`config.mk`:
```
export PLATFORM = sky130hd
export DESIGN_NAME = mcdf_arbiter
export DESIGN_NICKNAME = d
export VERILOG_FILES = /design/src/rtl/mcdf_arb_pkg.sv /design/src/rtl/mcdf_arb_sel.sv /design/src/rtl/mcdf_arbiter.sv
export SDC_FILE = /design/constraint.sdc
export NUM_CORES = 1
export LEC_CHECK = 0
export CAP_MARGIN = 10
export CORE_MARGIN = 4
export CORE_UTILIZATION = 30
export CTS_CLUSTER_DIAMETER = 50
export DETAILED_ROUTE_END_ITERATION = 8
export GPL_ROUTABILITY_DRIVEN = 1
export PLACE_DENSITY = 0.68
export REMOVE_ABC_BUFFERS = 1
export SLEW_MARGIN = 10
export SYNTH_ARGS = -nofsm -noshare
export SYNTH_HDL_FRONTEND = slang
export SYNTH_HIERARCHICAL = 1
export SYNTH_SLANG_ARGS = --single-unit
```
`constraint.sdc`:
```
create_clock -name clk_i -period 4.43 [get_ports clk_i]
set_input_delay 0.443 -clock clk_i [delete_from_list [all_inputs] [get_ports clk_i]]
set_output_delay 0.443 -clock clk_i [all_outputs]
set_load 0.02 [all_outputs]
```
`src/rtl/mcdf_arb_pkg.sv`:
```
// Shared types and helpers for the MCDF arbiter.
// Channel ids, FSM states and packet-length decode.
package mcdf_arb_pkg;

  localparam int NCH = 3;
  localparam int CW  = 6;

  typedef logic [1:0] ch_id_t;

  typedef enum logic [1:0] {
    IDLE  = 2'd0,
    XFER  = 2'd1,
    DRAIN = 2'd2
  } arb_state_e;

  // 0 -> 4, 1 -> 8, 2 -> 16, 3 -> 32 words
  function automatic logic [CW-1:0] len_words(
    input logic [1:0] code
  );
    logic [CW-1:0] w;
    w = 6'd4;
    return w << code;
  endfunction

endpackage

```
`src/rtl/mcdf_arb_sel.sv`:
```
// Eligibility check and priority/round-robin picker.
// Lowest prio value wins; ties go to the channel after last_id.
module mcdf_arb_sel
  import mcdf_arb_pkg::*;
(
  input  logic [NCH-1:0]         req,
  input  logic [NCH-1:0][CW-1:0] cnt,
  input  logic [NCH-1:0][1:0]    prio,
  input  logic [NCH-1:0][1:0]    len,
  input  logic [1:0]             last_id,
  output logic                   grant_valid,
  output logic [1:0]             grant_id
);

  logic [NCH-1:0]      elig;
  logic [NCH-1:0][3:0] key;
  logic [3:0]          best;

  // distance of channel c from the round-robin start point
  function automatic logic [1:0] rr_dist(
    input logic [1:0] c,
    input logic [1:0] last
  );
    logic [2:0] v;
    v = {1'b0, c} + 3'd2 - {1'b0, last};
    if (v >= 3'd3) v = v - 3'd3;
    return v[1:0];
  endfunction

  // a channel is eligible once a full packet is buffered
  always_comb begin
    for (int c = 0; c < NCH; c++) begin
      elig[c] = req[c] &&
                (cnt[c] >= len_words(len[c]));
    end
  end

  // sort key {prio, rr distance}; all-ones marks ineligible
  always_comb begin
    for (int c = 0; c < NCH; c++) begin
      key[c] = 4'hF;
      if (elig[c]) begin
        key[c] = {prio[c], rr_dist(2'(c), last_id)};
      end
    end
  end

  // smallest key wins; keys of eligible channels are unique
  always_comb begin
    grant_valid = |elig;
    grant_id    = 2'd0;
    best        = key[0];
    if (key[1] < best) begin
      best     = key[1];
      grant_id = 2'd1;
    end
    if (key[2] < best) begin
      best     = key[2];
      grant_id = 2'd2;
    end
  end

endmodule

```
`src/rtl/mcdf_arbiter.sv`:
```
// MCDF packet arbiter: grants one slave FIFO at a time
// and drains one whole packet into the formatter.
module mcdf_arbiter
  import mcdf_arb_pkg::*;
#(
  parameter int DW = 32
) (
  input  logic          clk_i,
  input  logic          rstn_i,
  input  logic          slv0_req_i,
  input  logic          slv1_req_i,
  input  logic          slv2_req_i,
  input  logic          slv0_val_i,
  input  logic          slv1_val_i,
  input  logic          slv2_val_i,
  input  logic [DW-1:0] slv0_data_i,
  input  logic [DW-1:0] slv1_data_i,
  input  logic [DW-1:0] slv2_data_i,
  input  logic [5:0]    slv0_margin_i,
  input  logic [5:0]    slv1_margin_i,
  input  logic [5:0]    slv2_margin_i,
  input  logic [1:0]    slv0_prio_i,
  input  logic [1:0]    slv1_prio_i,
  input  logic [1:0]    slv2_prio_i,
  input  logic [1:0]    slv0_len_i,
  input  logic [1:0]    slv1_len_i,
  input  logic [1:0]    slv2_len_i,
  input  logic          f2a_req_i,
  output logic          a2s0_ack_o,
  output logic          a2s1_ack_o,
  output logic          a2s2_ack_o,
  output logic          a2f_val_o,
  output logic [DW-1:0] a2f_data_o,
  output logic [1:0]    a2f_id_o,
  output logic          a2f_sop_o,
  output logic          a2f_eop_o,
  output logic          a2f_busy_o
);

  logic [NCH-1:0]         req;
  logic [NCH-1:0]         val;
  logic [NCH-1:0]         ack;
  logic [NCH-1:0][DW-1:0] data;
  logic [NCH-1:0][CW-1:0] cnt;
  logic [NCH-1:0][1:0]    prio;
  logic [NCH-1:0][1:0]    len;

  arb_state_e    state;
  arb_state_e    state_nx;
  ch_id_t        id;
  ch_id_t        last;
  ch_id_t        gnt_id;
  logic          gnt_valid;
  logic          grant;
  logic [CW-1:0] plen;
  logic [CW-1:0] rem;
  logic [CW-1:0] wcnt;
  logic [1:0]    len_sel;
  logic          val_sel;
  logic [DW-1:0] data_sel;

  logic          fwd_val;
  logic [DW-1:0] fwd_data;
  logic          fwd_sop;
  logic          fwd_eop;

  assign req  = {slv2_req_i, slv1_req_i, slv0_req_i};
  assign val  = {slv2_val_i, slv1_val_i, slv0_val_i};
  assign data = {slv2_data_i, slv1_data_i, slv0_data_i};
  assign prio = {slv2_prio_i, slv1_prio_i, slv0_prio_i};
  assign len  = {slv2_len_i, slv1_len_i, slv0_len_i};

  // occupancy from free space; margin 0 means full (32)
  assign cnt[0] = 6'd32 - slv0_margin_i;
  assign cnt[1] = 6'd32 - slv1_margin_i;
  assign cnt[2] = 6'd32 - slv2_margin_i;

  mcdf_arb_sel u_sel (
    .req         (req),
    .cnt         (cnt),
    .prio        (prio),
    .len         (len),
    .last_id     (last),
    .grant_valid (gnt_valid),
    .grant_id    (gnt_id)
  );

  assign grant = (state == IDLE) && f2a_req_i && gnt_valid;

  // length code of the channel about to be granted
  always_comb begin
    len_sel = len[0];
    case (gnt_id)
      2'd1:    len_sel = len[1];
      2'd2:    len_sel = len[2];
      default: len_sel = len[0];
    endcase
  end

  // only the granted channel's read data is forwarded
  always_comb begin
    val_sel  = val[0];
    data_sel = data[0];
    case (id)
      2'd1: begin
        val_sel  = val[1];
        data_sel = data[1];
      end
      2'd2: begin
        val_sel  = val[2];
        data_sel = data[2];
      end
      default: begin
        val_sel  = val[0];
        data_sel = data[0];
      end
    endcase
  end

  // FSM state register
  always_ff @(posedge clk_i or negedge rstn_i) begin
    if (!rstn_i) state <= IDLE;
    else         state <= state_nx;
  end

  // FSM next state
  always_comb begin
    state_nx = state;
    unique case (state)
      IDLE:    if (grant) state_nx = XFER;
      XFER:    if (rem == 6'd1) state_nx = DRAIN;
      DRAIN:   state_nx = IDLE;
      default: state_nx = IDLE;
    endcase
  end

  // latch packet context at grant; count down acks
  always_ff @(posedge clk_i or negedge rstn_i) begin
    if (!rstn_i) begin
      id   <= 2'd0;
      last <= 2'd2;
      plen <= '0;
      rem  <= '0;
    end else if (grant) begin
      id   <= gnt_id;
      last <= gnt_id;
      plen <= len_words(len_sel);
      rem  <= len_words(len_sel);
    end else if (state == XFER) begin
      rem  <= rem - 6'd1;
    end
  end

  // read strobe to the granted FIFO for the whole XFER phase
  always_comb begin
    ack = '0;
    if (state == XFER) begin
      case (id)
        2'd0:    ack[0] = 1'b1;
        2'd1:    ack[1] = 1'b1;
        2'd2:    ack[2] = 1'b1;
        default: ack    = '0;
      endcase
    end
  end

  // register returned words toward the formatter with sop/eop
  always_ff @(posedge clk_i or negedge rstn_i) begin
    if (!rstn_i) begin
      fwd_val  <= 1'b0;
      fwd_data <= '0;
      fwd_sop  <= 1'b0;
      fwd_eop  <= 1'b0;
      wcnt     <= '0;
    end else begin
      fwd_val <= 1'b0;
      fwd_sop <= 1'b0;
      fwd_eop <= 1'b0;
      if (grant) begin
        wcnt <= '0;
      end else if ((state != IDLE) && val_sel) begin
        fwd_val  <= 1'b1;
        fwd_data <= data_sel;
        fwd_sop  <= (wcnt == '0);
        fwd_eop  <= (wcnt == plen - 6'd1);
        wcnt     <= wcnt + 6'd1;
      end
    end
  end

  assign a2s0_ack_o = ack[0];
  assign a2s1_ack_o = ack[1];
  assign a2s2_ack_o = ack[2];
  assign a2f_val_o  = fwd_val;
  assign a2f_data_o = fwd_data;
  assign a2f_sop_o  = fwd_sop;
  assign a2f_eop_o  = fwd_eop;
  assign a2f_id_o   = id;
  assign a2f_busy_o = (state != IDLE);

endmodule

```
# Yosys cells after proc, flatten, opt, wreduce, memory -nomap -nowiden
# Cells that the tools add are included.
totals:
  ff_bits: 59
  in_bits: 135
  output_inout_bits: 41
  elab_cells: 88
classes:
  n_addsub: 12
  order_cmp: 8
  n_eq_ne: 9
  shifts: 4
  mux: 29
  bitwise_logic: 1
  reduce_logical: 15
op_table:
  columns: ["op", "n"]
  rows:
  - ["$pmux W32 S2", 1]
  - ["$mux W6", 4]
  - ["$shl A3 B2 Y6 const A", 4]
  - ["$ge A6 B6 Y1", 3]
  - ["$sub A6 B6 Y6 const A", 3]
  - ["$mux W4", 4]
  - ["$mux W2", 6]
  - ["$sub A6 B1 Y6 const B", 2]
  - ["$mux W1", 10]
  - ["$ge A3 B2 Y1 const B", 3]
  - ["$lt A4 B4 Y1", 2]
  - ["$pmux W2 S2", 2]
  - ["$add A6 B1 Y6 const B", 1]
  - ["$eq A2 B1 Y1 const B", 3]
  - ["$eq A6 B1 Y1 const B", 1]
  - ["$eq A6 B6 Y1", 1]
  - ["$logic_and A1 B1 Y1", 6]
  - ["$logic_not A6 Y1", 1]
  - ["$reduce_bool A2 Y1", 3]
  - ["$sub A2 B2 Y2 const B", 3]
  - ["$sub A2 B2 Y3 const A", 2]
  - ["$eq A2 B2 Y1 const B", 2]
  - ["$logic_not A2 Y1", 2]
  - ["$ne A2 B2 Y1 const B", 2]
  - ["other kinds (6)", 7]

# Logic depth before layout (Yosys ltp)
depth:
  ltp_word: 12
  depth_mapped: 28
  depth_no_buf: 28

# Hierarchy
# The synthesis kept the hierarchy.
modules_own_cells:
  columns: ["module", "instances", "cells_per_inst", "area_per_inst_um2", "seq_area_each_um2"]
  rows:
  - ["mcdf_arbiter", 1, 384, 3244.4, 1402.6]
  - ["mcdf_arb_sel", 1, 92, 674.4, 0.0]

# Worst setup path before layout
# Ideal clock, no wire load.
synth_timing:
  path_type: "input to register"
  startpoint: "input slv0_margin_i[1]"
  endpoint: "register rem[4]"
  setup_time_ns: 0.127
  t_arrival_ns: 4.728
  required_ns: 4.303
  slack_ns: -0.426
  cell_stages: 26
  n_path_buf: 0
  path_cell_list: "nor3_1 -> nor3b_1 -> xor2_1 -> ha_1 -> o21ai_0 -> nor2_1 -> nand2_1 -> or2_2 -> ha_1 -> inv_1 -> a211oi_2 -> nand4_1 -> o22a_2 -> mux2_4 -> ha_1 -> nor2_1 -> nand2_1 -> a21oi_1 -> nand3b_1 -> o21ai_0 -> inv_1 -> ha_1 -> a221o_1 -> o21ai_0 -> nand3b_1 -> o21ai_0"
synth_lines:
  columns: ["item", "line", "text"]
  rows:
  - ["start: declaration", "mcdf_arbiter.sv:19", "input logic [5:0] slv0_margin_i,"]
  - ["end signal: assignment", "mcdf_arbiter.sv:148", "rem <= len_words(len_sel);"]
  - ["end signal: assignment", "mcdf_arbiter.sv:150", "rem <= rem - 6'd1;"]
  - ["end: declaration", "mcdf_arbiter.sv:56", "logic [CW-1:0] rem;"]

==> results.yml <==
layout:
  finalNonFillerCells: 870
  area_delta_synth_final_pct: 68.1
  nets: 867
  n_fill_cell: 1216
  final_core_util: 0.518
  diodes: 0
  drive_gt1_frac: 0.195
worst_setup_path:
  r2r_start: "last[1]$_DFFE_PN1P_"
  crit_slowest_cell: "mux2_4"
  critPathTopFamily: "simple AND/OR/NAND/NOR gates"
  crit_path_max_fanout: 4
  worstReg2RegEnd: "rem[4]$_DFFE_PN0P_"
  worstSetupPathType: "in2reg"
  critPathArrivalTime_ns: 5.04
  cp-start-kind: "input port"
  worst_ep_required_time_ns: 4.59
  worst_path_most_repeated_cell: "ha_4"
  rrSetupSlack_ns: 0.09
  reg2reg_depth: 22
  critPathBufInv: 3
  max_stage_delay_ns: 0.31
  end_kind: "flop"
routing:
  first_pass_iters: 6
  drc: 0
  wl_mm: 12.8
  vias_per_cell: 4.80
  wire_per_inst_um: 14.7
  drt_iter0_markers: 142
  via_count: 4178
  antenna_left: 0
timing:
  slew_violations: 0
  setup_ws_ns: -0.455
  finalHoldViolCount: 0
  fmax_mhz: 205
  max_slew_margin: 0.503
  finClkSkew_ns: 0.00645
  finalCritPeriodShare: 1.10
  setup_violations: 9
  period_needed_ns: 4.89
  rsz0062_at_grt: "true"
  tightestPinTransition_ns: 0.744
yosys:
  synth_compound_area_frac: 0.216
  synth_warnings: 6
  yosys.area_share.simple: 0.194
  synth.distinct_cells: 48
  synth_edf_count: 0
  syn_area_per_cell_um2: 8.23
  synth_mux_area_frac: 0.00926
  ys_ff_latch: 56
  synth_ff_type: "dfrtp_1"
  synth_xor_area_frac: 0.0514
  synth_top_family_by_area: "compound AO/OA/AOI/OAI gates"
  yosysSeqAreaShare: 0.358
  synthAdderAreaFrac: 0.112
  synth_cells: 476
  synth_area_um2: 3920
  async_reset_ff_frac: 1.00
global_routing:
  first_global_vias: 4304
  grt_pass1_wl_mm: 20.2
  antenna_found_initial: 0
  track_usage: 0.166
  grt_max_degree: 65
  grt_overflow: 0
die:
  dieArea_um2: 15000
  num_rows: 41
  core_um2: 12700
  start_util: 0.308
  num_io_pins: 176
  die_w_um: 122
  die_h_um: 122
cts:
  cts-htree-levels: 2
  clk_pin_slew_ns: 0.07
  clock-sinks: 56
  cts_buffers: 5
  cts_hold_buf: 0
  cts-root-buf: "clkbuf_16"
  clock_latency_ns: 0.29
  cts_tree: "built"
  clockBufferDepth: 2
placed_design:
  port-buffer-count: 175
  placed_cells: 829
  globalplace.congestion: 0.900
  place_hpwl_mm: 9.27
run:
  maxCapViolations: 0
worst_hold_path:
  hold_path.class: "in2async"
run_status:
  violations: "negative setup slack"
  status: "finished, violations left"
power_and_ir_drop:
  powerDensity_nw_per_um2: 255
  leakage_uw: 0.00273
  ir_worst_vdd_v: 0.000151
registers in the layout, summed over array words and instances, names as in the netlist:
signal / count
state: 2
a2f_eop_o: 1
last: 1
a2f_sop_o: 1
plen: 4
rem: 6
a2f_id_o: 2
wcnt: 6
a2f_val_o: 1
a2f_data_o: 32
how the worst max path moves through the flow:
stage	start	endpoint	slack (ns)	cells after the start
floorplan	slv0_margin_i[1]	rem[4]$_DFFE_PN0P_	-0.44	26
global placement	slv0_margin_i[1]	rem[4]$_DFFE_PN0P_	-1.06	27
detailed placement	slv0_margin_i[1]	plen[3]$_DFFE_PN0P_	-1.25	27
CTS	slv0_margin_i[2]	rem[3]$_DFFE_PN0P_	-0.18	27
global route	slv0_margin_i[2]	rem[4]$_DFFE_PN0P_	-0.66	27
finish	slv0_margin_i[2]	rem[4]$_DFFE_PN0P_	-0.46	27
worst register-to-register path: stages (launching register included):
cell	delay, ns
dfstp_2	0.54
inv_1	0.07
ha_1	0.23
nor2_2	0.15
inv_1	0.06
ha_2	0.19
a21o_1	0.21
a211oi_2	0.20
nand4_1	0.22
o22a_2	0.27
mux2_4	0.31
ha_4	0.17
nor2_4	0.08
nand2_2	0.06
a21oi_2	0.12
nand3b_1	0.16
o211a_1	0.30
inv_2	0.08
ha_4	0.20
a221o_1	0.28
o21ai_2	0.09
nand3b_1	0.15
o21ai_1	0.08
per-layer routing:
layer	wire length, µm	up-vias	track usage	share of wire
met3	792	37	0.0429	0.062
met2	6670	135	0.304	0.52
met4	453	0	0.0644	0.035
met1	4870	1918	0.184	0.38
met5	0	-	0	0
li1	-	2088	-	-
layout make-up:
| cell class | count | area (µm²) | share of cell area |
|---|---|---|---|
| Multi-Input combinational cell | 366 | 2490 | 0.378 |
| Timing Repair Buffer | 241 | 2230 | 0.338 |
| Sequential cell | 56 | 1400 | 0.213 |
| Tap cell | 172 | 215 | 0.0327 |
| Clock buffer | 5 | 125 | 0.0190 |
| Inverter | 27 | 104 | 0.0158 |
| Clock inverter | 3 | 21.3 | 0.00323 |
cell usage in the layout, fill, tap and decap left out, types with 3 or more instances in the layout:
| master | instances |
|---|---|
| a22oi_1 | 32 |
| and2_1 | 4 |
| buf_2 | 4 |
| buf_4 | 63 |
| buf_6 | 4 |
| clkbuf_16 | 5 |
| clkdlybuf4s50_1 | 160 |
| dfrtp_1 | 55 |
| dlygate4sd2_1 | 8 |
| ha_1 | 25 |
| ha_2 | 6 |
| ha_4 | 4 |
| inv_1 | 24 |
| nand2_1 | 89 |
| nand2_2 | 3 |
| nand2b_1 | 8 |
| nand3_1 | 9 |
| nand3b_1 | 4 |
| nor2_1 | 8 |
| nor2_2 | 4 |
| nor3_1 | 6 |
| nor3_2 | 5 |
| o211ai_1 | 3 |
| o21ai_0 | 66 |
| o21ai_1 | 11 |
| o21ai_2 | 5 |
| or2_2 | 6 |
| xnor2_1 | 13 |
| xor2_1 | 10 |
metrics by stage:
step                cell area, µm²  power, µW  setup TNS [ns]  hold WS, ns  setup WS [ns]
floorplan                     3780        859           -3.23        0.147         -0.442
global placement              6000       1130           -9.22        0.462          -1.06
detailed placement            6000       1150          -11.22        0.468          -1.25
CTS                           6530       1650           -1.26        0.321         -0.176
global route                  6590       1780           -5.07        0.360         -0.658
finish                        6590       1680           -3.42        0.277         -0.455
synthesized netlist by cell type, types with 10 or more instances:
| master | instances | area share |
|---|---|---|
| xnor2_1 | 13 | 0.029 |
| o21ai_0 | 79 | 0.10 |
| nor3_1 | 12 | 0.015 |
| nor2_1 | 14 | 0.013 |
| ha_1 | 35 | 0.11 |
| clkbuf_1 | 10 | 0.0096 |
| buf_2 | 11 | 0.014 |
| xor2_1 | 10 | 0.022 |
| nand2_1 | 92 | 0.088 |
| inv_1 | 27 | 0.026 |
| dfrtp_1 | 55 | 0.35 |
| a22oi_1 | 32 | 0.061 |
| nand3_1 | 11 | 0.014 |
timing repair:
action / 4_1_cts / 5_1_grt
cloned: 0 / 0
pin swaps: 28 / 9
gates resized for setup: 73 / 25
setup buffers: 33 / 1
setup endpoints to repair: 11 / 11
cells by family after synthesis:
family | count (synthesis)
flip-flops | 56
AO/OA/AOI/OAI | 139
XOR/XNOR | 23
AND/OR/NAND/NOR | 166
multiplexers | 3
adder cells (fa/ha/maj) | 35
buffers and inverters | 54
where the power goes:
part | total, µW | internal (µW) | switching [µW]
sequential | 602 | 559 | 43.3
combinational | 683 | 389 | 293
clock | 392 | 211 | 182
Power figures use the tool's default switching activity.
==> RTL edit: new RTL, same settings <==
The 3 states of `arb_state_e` get a one-hot encoding in 3 bits.
--- a/src/rtl/mcdf_arb_pkg.sv
+++ b/src/rtl/mcdf_arb_pkg.sv
@@ -7,10 +7,10 @@
 
   typedef logic [1:0] ch_id_t;
 
-  typedef enum logic [1:0] {
-    IDLE  = 2'd0,
-    XFER  = 2'd1,
-    DRAIN = 2'd2
+  typedef enum logic [2:0] {
+    IDLE  = 3'b001,
+    XFER  = 3'b010,
+    DRAIN = 3'b100
   } arb_state_e;
 
   // 0 -> 4, 1 -> 8, 2 -> 16, 3 -> 32 words
Formal check against the unedited RTL: no difference found for any inputs over 10 cycles, from zero or initial values and one cycle with rstn_i low; not proved beyond that.
==> RTL edit against the original RTL <==
The run still ends with setup timing left. Area after synthesis increased by 1.3%. Final area increased by 1.4%. Cell count decreased by 1.0%. Count of clock-buffer cells in the layout increased by 5. Routed wire length decreased by 2.4%. Worst setup slack improved by 210 ps. Sequential cell count increased by 1. Critical path type unchanged.
Power is not compared: it rests on default switching activity, and its combinational part moved more than twofold at a synthesized area within 25%.
==> RTL edit: results (changes against the original RTL) <==
CTS
  • Latest clock arrival within the worst-skew pair: 320 ps (was 290 ps)
  • Number of H-tree levels: 3 (was 2)
  • Root buf cell: clkbuf_16 (unchanged)
  • Clk slew on worst S/H paths: 60 ps
  • Num CTS Buffers: 9 (was 5)
  • Clock Path Buffers: 2 (unchanged)

Route
  • Drt first pass iters: 7 (was 6)
  • DR WL/cell: 14.5 um (was 14.7 um)
  • Final wirelength: 12500 um (was 12800 um)
  • 1st-iter DRT viols: 175 (was 142)
  • Final ANT Viol Nets: 0 (unchanged)
  • Post-DR vias/cell: 4.79 (was 4.80)

Placement
  • DP HPWL: 9640 um (was 9270 um)
  • Port-buffer cells: 175 (unchanged)
  • Post-DP Area: 6050 sq um (was 6000 sq um)
  • Placed cells: 832 (was 829)
  • Gpl congestion: 0.859 (was 0.900)

Finish
  • Antenna Cells: 0 (unchanged)
  • Fill count: 1152 (was 1216)
  • Max reg flops: 32 (unchanged)
  • Storage cell area: 1430 sq um (was 1400 sq um)
  • Share of layout cells above drive strength 1: 18.6% (was 19.5%)
  • Nets@finish: 854 (was 867)

Timing
  • Post-route setup slack: -249 ps (was -455 ps)
  • Worst Max-Slew Pin Slew: 739 ps (was 744 ps)
  • Setup TNS: -1270 ps (was -3420 ps)
  • Final Setup Violations: 8 (was 9)
  • Clock skew: 7.55 ps (was 6.45 ps)

GRT
  • Largest net degree at the start of global routing: 58 (was 65)
  • Initial antenna violation count: 0 (unchanged)
  • Grt ovf: 0 (unchanged)
  • Total track usage: 16.1% (was 16.6%)
  • First-pass GRT wire length: 19400 um (was 20200 um)
  • Vias in the first global route: 4184 (was 4304)

Outcome
  • Failing checks: setup timing (unchanged)
  • Status: finished, violations left (unchanged)

Min path
  • Tightest Hold Check Type: input port to async pin (unchanged)

Logic synthesis
  • Ys async rst share: 100% (unchanged)
  • Main area contributors after synthesis: dfrtp_1 35%, ha_1 11%, nand2_1 9.0%, o21ai_0 6.6%, a22oi_1 6.4% (was dfrtp_1 35%, ha_1 11%, o21ai_0 10%, nand2_1 8.8%, a22oi_1 6.1%)
  • Synthesis warning total: 6 (unchanged)
  • Sequential area share after synthesis: 36.0% (was 35.8%)
  • Synth unique cells: 50 (was 48)
  • Post-synth top cells: 95 x nand2_1, 55 x dfrtp_1, 52 x o21ai_0, 35 x ha_1, 34 x a22oi_1 (was 92 x nand2_1, 79 x o21ai_0, 55 x dfrtp_1, 35 x ha_1, 32 x a22oi_1)
  • Syn Area/Cell: 8.27 sq um (was 8.23 sq um)

Setup path
  • Delay-heaviest family, CP: simple AND/OR/NAND/NOR gates (unchanged)
  • Peak fanout along the critical path: 4 (unchanged)
  • Slowest library cell on the worst path: or3_1 (was mux2_4)
  • Max incr delay on CP: 360 ps (was 310 ps)
  • WP data arrival: 4920 ps (was 5040 ps)

Power
  • Psw: 1.62 mW
  • Worst VDD drop: 0.249 mV
  • Leakage: 2.87 nW
==> RTL edit: cell count changes after synthesis, moves of 3 or more <==
cell,delta
clkbuf_1,+5
xor2_1,+3
o21ai_1,+26
nand2_1,+3
buf_2,-5
o21ai_0,-27
==> RTL edit: final cells by class <==
cell class / instances / area share, %
clock inverters: 6 / 1.39
repair buffers: 222 / 31.3
inverters: 26 / 1.46
flip-flops and latches: 57 / 21.4
well taps: 172 / 3.22
multi-input cells: 368 / 37.8
clock buffers: 10 / 3.43
==> RTL edit: cells by family (layout without fill, tap and decap cells) <==
family | count (synthesis) | after routing | synth area share (%)
flip-flops | 57 | 57 | 36.0
AO/OA/AOI/OAI | 137 | 137 | 21.1
XOR/XNOR | 24 | 24 | 5.29
AND/OR/NAND/NOR | 168 | 168 | 19.4
buffers and inverters | 55 | 264 | 6.02
multiplexers | 4 | 4 | 1.17
adder cells (fa/ha/maj) | 35 | 35 | 11.0
==> RTL edit: final timing paths <==
kind | start | end | slack (ps) | cells after the start
hold reg to reg | last[1] | last[1] | 470 | 2
min in group clk_i | last[1] | last[1] | 470 | 2
hold / removal | rstn_i | wcnt[4] | 250 | 2
setup / recovery | slv1_margin_i[4] | rem[2] | -250 | 29
setup reg to reg | last[1] | rem[2] | 330 | 22
max in group asynchronous | rstn_i | a2f_data_o[19] | 3670 | 2
==> RTL edit: repair_timing <==
| action | in CTS | in global routing |
|---|---|---|
| gates resized for setup | 69 | 28 |
| endpoints found under the setup margin | 11 | 9 |
| buffers inserted | 11 | 2 |
| pin swaps | 32 | 27 |
==> RTL edit: per-layer routing <==
metal / track usage, % / part of all wire [%]
met3: 5.31 / 8.3
met2: 28.4 / 52
met5: 0 / 0
met1: 18.2 / 38
met4: 5.67 / 1.9
==> RTL edit: stage by stage <==
step | power, mW | worst slack [ps] | hold slack, ps
2_1_floorplan | 2.14 | -498 | 147
3_3_place_gp | 2.94 | -1050 | 463
3_5_place_dp | 3.00 | -1270 | 466
4_1_cts | 3.86 | -154 | 295
5_1_grt | 4.22 | -529 | 347
6_report | 3.87 | -249 | 249
==> RTL edit: power groups by stage <==
stage	sequential (mW)	clock [mW]	combinational, mW
2_1_floorplan	1.07	0	1.07
3_3_place_gp	0.895	0	2.05
3_5_place_dp	0.901	0	2.10
4_1_cts	0.899	0.758	2.20
5_1_grt	0.930	0.781	2.51
6_report	0.895	0.740	2.24
==> RTL edit: worst reg2reg max path, stage by stage, from the launching register on <==
cell	delay (ps)
dfstp_2	540
inv_1	60
ha_1	250
nor2_4	140
inv_1	50
ha_2	180
a21o_1	170
a211oi_2	200
nand4_1	180
o22a_2	230
mux2_4	310
ha_4	160
nor2_1	70
nand2_1	60
a21oi_1	130
nand3b_1	130
o211a_1	270
inv_2	90
ha_4	230
nand2_1	80
o21ai_2	70
or3_1	360
o21ai_1	80
